## src/rtl/apu_dmc_dma.sv

```systemverilog
// ---------------------------------------------------------------------------
// apu_dmc_dma
// Bus-side responder for the DMC sample fetch. A level request from the DMC
// halts the CPU through RDY, waits out CPU write cycles, lets the CPU's
// halted read repeat once (DUMMY), inserts an ALIGN cycle when needed so
// that the stolen READ lands on a get cycle, then returns the fetched byte
// with a one-CPU-cycle acknowledge. All state advances on cpu_clk_en only.
// ---------------------------------------------------------------------------
module apu_dmc_dma (
    input  logic        clk,
    input  logic        rst_l,
    input  logic        cpu_clk_en,
    input  logic        apu_put,
    input  logic        dmc_req,
    input  logic [15:0] dmc_addr,
    output logic        dmc_ack,
    output logic [7:0]  dmc_data,
    output logic        cpu_rdy,
    input  logic        cpu_rw,
    input  logic [15:0] cpu_addr,
    output logic [15:0] bus_addr,
    input  logic [7:0]  bus_data_in,
    output logic        dma_active
);

    typedef enum logic [2:0] {
        ST_IDLE  = 3'd0,
        ST_HALT  = 3'd1,
        ST_DUMMY = 3'd2,
        ST_ALIGN = 3'd3,
        ST_READ  = 3'd4,
        ST_ACK   = 3'd5
    } state_t;

    state_t      r_state;
    state_t      w_state_nxt;
    logic [15:0] r_addr_q;
    logic [7:0]  r_dmc_data;
    logic        w_adv;

    // CPU-cycle advance strobe shared by every register in the block
    assign w_adv = cpu_clk_en;

    // State register: async reset to IDLE, advances only on CPU-cycle strobes
    always_ff @(posedge clk or negedge rst_l) begin
        if (!rst_l) begin
            r_state <= ST_IDLE;
        end else if (w_adv) begin
            r_state <= w_state_nxt;
        end else begin
            r_state <= r_state;
        end
    end

    // Next-state logic for the halt / dummy / align / read / ack sequence
    always_comb begin
        w_state_nxt = r_state;
        case (r_state)
            ST_IDLE: begin
                if (dmc_req) begin
                    w_state_nxt = ST_HALT;
                end else begin
                    w_state_nxt = ST_IDLE;
                end
            end
            ST_HALT: begin
                // A write cycle cannot be halted; wait for the CPU to read
                if (cpu_rw) begin
                    w_state_nxt = ST_DUMMY;
                end else begin
                    w_state_nxt = ST_HALT;
                end
            end
            ST_DUMMY: begin
                // READ must fall on a get cycle: if DUMMY is a put cycle the
                // next one is already a get, otherwise burn one ALIGN cycle
                if (apu_put) begin
                    w_state_nxt = ST_READ;
                end else begin
                    w_state_nxt = ST_ALIGN;
                end
            end
            ST_ALIGN: begin
                w_state_nxt = ST_READ;
            end
            ST_READ: begin
                w_state_nxt = ST_ACK;
            end
            ST_ACK: begin
                // Request is ignored here; the DMC drops it on the ack
                w_state_nxt = ST_IDLE;
            end
            default: begin
                // Unreachable encodings recover to IDLE
                w_state_nxt = ST_IDLE;
            end
        endcase
    end

    // Sample address latch: captured only when IDLE accepts a request
    always_ff @(posedge clk or negedge rst_l) begin
        if (!rst_l) begin
            r_addr_q <= 16'h0000;
        end else if (w_adv && (r_state == ST_IDLE) && dmc_req) begin
            r_addr_q <= dmc_addr;
        end else begin
            r_addr_q <= r_addr_q;
        end
    end

    // Fetched byte: captured at the end of READ, held until the next READ
    always_ff @(posedge clk or negedge rst_l) begin
        if (!rst_l) begin
            r_dmc_data <= 8'h00;
        end else if (w_adv && (r_state == ST_READ)) begin
            r_dmc_data <= bus_data_in;
        end else begin
            r_dmc_data <= r_dmc_data;
        end
    end

    // Outputs decoded straight from the state register (glitch-free RDY)
    always_comb begin
        cpu_rdy    = 1'b1;
        dmc_ack    = 1'b0;
        dma_active = 1'b0;
        bus_addr   = cpu_addr;
        case (r_state)
            ST_IDLE: begin
                cpu_rdy = 1'b1;
            end
            ST_HALT, ST_DUMMY, ST_ALIGN: begin
                cpu_rdy = 1'b0;
            end
            ST_READ: begin
                cpu_rdy    = 1'b0;
                dma_active = 1'b1;
                bus_addr   = r_addr_q;
            end
            ST_ACK: begin
                cpu_rdy = 1'b1;
                dmc_ack = 1'b1;
            end
            default: begin
                cpu_rdy = 1'b1;
            end
        endcase
    end

    assign dmc_data = r_dmc_data;

endmodule

```

## config.mk

```make
export PLATFORM = sky130hd
export DESIGN_NAME = apu_dmc_dma
export DESIGN_NICKNAME = d
export VERILOG_FILES = /design/src/rtl/apu_dmc_dma.sv
export SDC_FILE = /design/constraint.sdc
export NUM_CORES = 1
export LEC_CHECK = 0
export CAP_MARGIN = 25
export CORE_MARGIN = 2
export CORE_UTILIZATION = 30
export DETAILED_ROUTE_END_ITERATION = 7
export PLACE_DENSITY_LB_ADDON = 0.08
export SYNTH_ARGS = -nofsm -noshare
export SYNTH_HDL_FRONTEND = slang
export SYNTH_SLANG_ARGS = --single-unit
```

## constraint.sdc

```tcl
create_clock -name clk -period 4.21 [get_ports clk]
set_clock_uncertainty 0.15 [all_clocks]
set_input_delay 0.842 -clock clk [delete_from_list [all_inputs] [get_ports clk]]
set_output_delay 0.842 -clock clk [all_outputs]
set_load 0.03 [all_outputs]
```

==> results_dict.tcl, run 1 <==
set metrics [dict create \
    status "complete, no violations" \
    numClockSinks 27 \
    yosysTopAreaCellShare 0.508 \
    port_buffers 72 \
    min_period_over_period 0.772 \
    grt_usage 0.138 \
    instances_no_fill 216 \
    grt_first_pass_wirelength_microns 5370 \
    ys_seq_elements 27 \
    first_pass_iters 3 \
    antenna_found_initial 0 \
    hold_depth 1 \
    clk_transition_reported_paths_ns 0.09 \
    synth_cell_types 21 \
    holdBufCountCts 0 \
    synth_xor_area_frac 0.00658 \
    setup_ws_ns 0.958 \
    n_antenna_cell 0 \
    synth_flop_cell "dfrtp_1" \
    synth_top_family_by_area "multiplexers" \
    die_x_microns 70.6 \
    dieHeight_microns 70.6 \
    nFillCells 394 \
    netlist_top_cells_area "dfrtp_1, mux2_2, mux2_4" \
    area_delta_synth_final_pct 60.9 \
    path_class "reg2out" \
    hold_violations 0 \
    slowest_stage "clkdlybuf4s50_1" \
    ys_seq_area_frac 0.508 \
    clk_latency_ns 0.27 \
    synthCells 90 \
    slew_headroom 0.697 \
    htreeDepth 1 \
    drv_slew 0 \
    cp-end-kind "output pin" \
    syn_nets 136 \
    worst-r2r-cell-count 3 \
    grt_pass1_vias 1093 \
    drtIter0Drc 22 \
    synthMuxAreaShare 0.361 \
    fin_hold_ws_ns 0.357 \
    cts_setup_buffers 0 \
    wirelength_microns 3310 \
    post_drt_via_cell_ratio 4.71 \
    yosys.area_share.simple 0.0630 \
    cts_root_buf "clkbuf_8" \
    cpPeakStageDelay_ns 0.60 \
    dp_slack_ns 1.09 \
    place_congestion 0.719 \
    drive_gt1_frac 0.299 \
    rsz0062_at_grt "false" \
    drc 0 \
    max-vdd-ir-drop_v 0.000387 \
    avgSynthCellArea_sq_um 14.8 \
    cts_tree "yes" \
    detail-route-antenna-nets 0 \
    post_drt_wl_per_cell_microns 15.3 \
    worst_pin_slew_ns 0.454 \
    synth_common_cells "mux2_2, dfrtp_1, mux2_4" \
    required_ns 3.22 \
    setup_viol 0 \
    min-delay-start "r_addr_q[2]" \
    crit_arrival_ns 2.26 \
    async_flop_share 1.00 \
    start_kind "flop" \
    synth-edff-count 0 \
    synth_compound_area_frac 0.0329 \
    worstPathCellList "nor3b_4, buf_4, mux2_2, clkdlybuf4s50_1" \
    r2r_setup_slack_ns 2.36 \
    cts.repair.resized 0 \
    synth_adder_area_share 0 \
    place_area_sq_um 2100 \
    power_density_nw_per_um2 613 \
    yosysWarnings 0 \
    gr-total-overflow 0 \
    hold_class "reg2reg" \
    period_needed_ns 3.25 \
    fmax_mhz 308 \
    core_sq_um 4320 \
    placed_cells 212 \
    pin_count 73 \
    synth.cell_area_sq_um 1330 \
    cts_buffer_depth 2 \
    holdPathEnd "r_addr_q[2]" \
    reg2reg_from "r_state[2]" \
    start_util 0.308 \
    worst-path-buf-inv 2 \
    row_count 24 \
    synthMostInstantiatedCell "mux2_2" \
    design.die.area_sq_um 4990 \
    worstPathMaxFanout 16 \
    cap_viol_max_count 0 \
    nets 211 \
    via_count 1018 \
    place_hpwl_microns 2470 \
    grt_max_degree 28 \
    leakage_uw 0.000869 \
    cts-buffers-inserted 3 \
    synth_top_area_cell "dfrtp_1" \
    critical_path.reg2reg.endpoint "r_addr_q[10]" \
    final_area_sq_um 2140 \
    crit_family "buffers and inverters" \
    setup_tns_ns 0 \
]
==> flip-flops by register name, indices dropped and copies added, names as in the netlist <==
register  flops
r_addr_q     16
r_state       3
dmc_data      8
==> layout make-up <==
class	instances	area, sq um	share of cell area
well taps	52	65.1	0.0304
repair buffers	74	736	0.343
flip-flops and latches	27	676	0.315
clock buffers	4	45.0	0.0210
multi-input cells	58	617	0.288
inverters	1	3.75	0.00175
==> how the worst max path moves through the flow <==
stage | slack [ns] | cells past startpoint | to | start
after global routing | 0.84 | 4 | bus_addr[7] | r_state[2]
after CTS | 0.92 | 4 | bus_addr[7] | r_state[2]
after global placement | 1.10 | 3 | bus_addr[9] | cpu_addr[9]
after floorplan | 1.65 | 4 | bus_addr[10] | r_state[1]
final | 0.96 | 4 | bus_addr[7] | r_state[1]
after detailed placement | 1.09 | 3 | bus_addr[4] | cpu_addr[4]
==> logic make-up after synthesis <==
family	after synthesis
XOR/XNOR	1
AO/OA/AOI/OAI	6
buffers and inverters	5
flip-flops	27
multiplexers	40
AND/OR/NAND/NOR	11
==> report_power, final <==
group          switching, uW  internal, uW
clock                   78.0          67.7
combinational            322           373
sequential              83.9           388
total                    484           828
==> worst register-to-register path: cells and delay by family, from the launching register on <==
kind             cells  cell delay, ns
and+or+nand+nor      2            0.69
DFF                  1            0.46
muxes                1            0.44
==> cells in the final DEF, fill, tap and decap left out <==
| cell type | instances |
|---|---|
| and2_1 | 1 |
| dfrtp_1 | 27 |
| clkbuf_1 | 1 |
| o21ai_0 | 3 |
| mux2_2 | 32 |
| xor2_1 | 1 |
| mux2_4 | 8 |
| nor3b_4 | 1 |
| a32o_1 | 2 |
| nor2_1 | 2 |
| and2b_1 | 1 |
| nand3_2 | 1 |
| nand2_1 | 1 |
| clkbuf_8 | 3 |
| o221ai_1 | 1 |
| nand4b_1 | 1 |
| or2_2 | 1 |
| buf_4 | 2 |
| inv_1 | 1 |
| clkdlybuf4s50_1 | 72 |
| or3_1 | 1 |
| and2_4 | 1 |
==> routing by layer <==
layer  global-route usage  vias to the layer above  share of wire
li1                     -                      471              -
met1                0.172                      505           0.42
met2                0.246                       38           0.51
met3               0.0271                        4          0.058
met4               0.0377                        0         0.0094
met5                    0                        -              0
==> stage by stage <==
step	power, uW	util
2_1_floorplan	910	-
3_3_place_gp	1150	0.485
3_5_place_dp	1180	0.485
4_1_cts	1330	0.495
5_1_grt	1390	0.495
6_report	1310	0.495
Power figures use the tool's default switching activity.
==> inputs of run 2 (changes only) <==
clock period = 2.9 ns   (was 4.21 ns; I/O delays follow)
==> run 2 against run 1 <==
Compared with the run above:
- utilization shrank 0.17 points
- power grew 43%
- wire length shrank 6.0%
- via count shrank 3.8%
- highest routed layer unchanged
==> results_dict.tcl, run 2 (synthesis results as in run 1) <==
set metrics [dict create \
    status "complete, no violations" \
    antenna_found_initial 0 \
    gr-total-overflow 0 \
    numClockSinks 27 \
    cap_viol_max_count 0 \
    post_drt_wl_per_cell_microns 14.4 \
    place_hpwl_microns 2300 \
    power_density_nw_per_um2 877 \
    worst_pin_slew_ns 0.435 \
    final_area_sq_um 2130 \
    period_needed_ns 2.77 \
    crit_arrival_ns 2.04 \
    cpPeakStageDelay_ns 0.59 \
    setup_tns_ns 0 \
    mostFrequentLayoutCells "clkdlybuf4s50_1, mux2_2, dfrtp_1, dlygate4sd2_1, mux2_4" \
    setup_viol 0 \
    netSwitchingFraction 0.370 \
    place_congestion 0.711 \
    area_delta_synth_final_pct 60.3 \
    pin_count 73 \
    grt_max_degree 28 \
    worstPathMaxFanout 8 \
    wirelength_microns 3110 \
    largest_reg_flops 16 \
    drtIter0Drc 54 \
    detail-route-antenna-nets 0 \
    power.net_switching_uw 692 \
    cts_buffer_depth 2 \
    combPwrFrac 0.525 \
    drive_gt1_frac 0.305 \
    start_util 0.308 \
    core_sq_um 4320 \
    row_count 24 \
    nFillCells 387 \
    leakage_uw 0.000892 \
    max-vdd-ir-drop_v 0.000409 \
    post_drt_via_cell_ratio 4.53 \
    grt_pass1_vias 1003 \
    hold_class "reg2reg" \
    final_common_cell "clkdlybuf4s50_1" \
    fin_hold_ws_ns 0.358 \
    required_ns 2.17 \
    place_area_sq_um 2110 \
    path_class "reg2out" \
    cp-end-kind "output pin" \
    dieHeight_microns 70.6 \
    regMostFlops "r_addr_q" \
    start_kind "flop" \
    slowest_stage "clkdlybuf4s50_1" \
    htreeDepth 1 \
    drc 0 \
    pwr-share-seq 0.363 \
    drv_slew 0 \
    clk_latency_ns 0.27 \
    design.die.area_sq_um 4990 \
    fmax_mhz 362 \
    via_count 979 \
    nets 211 \
    power.total_uw 1870 \
    clkPwrFrac 0.112 \
    n_antenna_cell 0 \
    internal-power_uw 1180 \
    slew_headroom 0.709 \
    port_buffers 72 \
    grt_first_pass_wirelength_microns 4900 \
    cts_root_buf "clkbuf_8" \
    cts-buffers-inserted 3 \
    rsz0062_at_grt "false" \
    die_x_microns 70.6 \
    cts_tree "yes" \
    worstPathCellList "nor3b_4, mux2_2, clkdlybuf4s50_1" \
    grt_usage 0.126 \
    holdBufCountCts 0 \
    clk_transition_reported_paths_ns 0.09 \
    min_period_over_period 0.953 \
    hold_violations 0 \
    first_pass_iters 4 \
]
==> run 2: routing by layer <==
metal	up-vias	track usage	wire length, microns
met2	36	0.213	1560
li1	476	-	-
met1	465	0.162	1330
met5	-	0	0
met3	2	0.0271	207
met4	0	0.0377	17
==> run 2: area by class of cell <==
class / count / area (sq um) / area share
repair buffers: 74 / 728 / 0.341
flip-flops and latches: 27 / 676 / 0.317
multi-input cells: 58 / 617 / 0.289
well taps: 52 / 65.1 / 0.0305
clock buffers: 4 / 45.0 / 0.0211
inverters: 1 / 3.75 / 0.00176
==> run 2: worst max-delay path, delay by kind of cell, from the launching register on <==
| kind | cells | cell delay, ns |
|---|---|---|
| and+or+nand+nor | 1 | 0.32 |
| DFF | 1 | 0.48 |
| muxes | 1 | 0.38 |
| buffers and inverters | 1 | 0.59 |
==> run 2: power by group through the flow <==
stage | registers (uW) | logic, uW | clock network, uW
floorplan | 760 | 562 | 0
global placement | 677 | 1010 | 0
detailed placement | 685 | 1020 | 0
CTS | 678 | 997 | 220
global route | 704 | 1040 | 244
finish | 679 | 983 | 210
==> run 2: metrics by stage <==
step	utilization	setup slack [ns]	std cells
final	0.494	0.135	216
after floorplan	-	0.597	90
after CTS	0.494	0.120	216
after detailed placement	0.487	0.246	212
after global placement	0.487	0.275	212
after global routing	0.494	0.0630	216
==> run 2: path summary, 6_finish.rpt <==
| path | start | endpoint | slack (ns) | cells past startpoint |
|---|---|---|---|---|
| setup / recovery | r_state[1] | bus_addr[1] | 0.13 | 3 |
| hold / removal | r_addr_q[4] | r_addr_q[4] | 0.36 | 1 |
| setup reg to reg | r_state[2] | r_addr_q[7] | 1.09 | 3 |
| hold reg to reg | r_addr_q[4] | r_addr_q[4] | 0.36 | 1 |
| max in group asynchronous | rst_l | r_addr_q[3] | 1.79 | 2 |
| min in group asynchronous | rst_l | dmc_data[0] | 0.54 | 2 |
==> run 2: what timing repair did <==
item | in CTS | in global routing
resized for setup | 14 | 0
buffers inserted | 0 | 0
setup endpoints to repair | 14 | 0
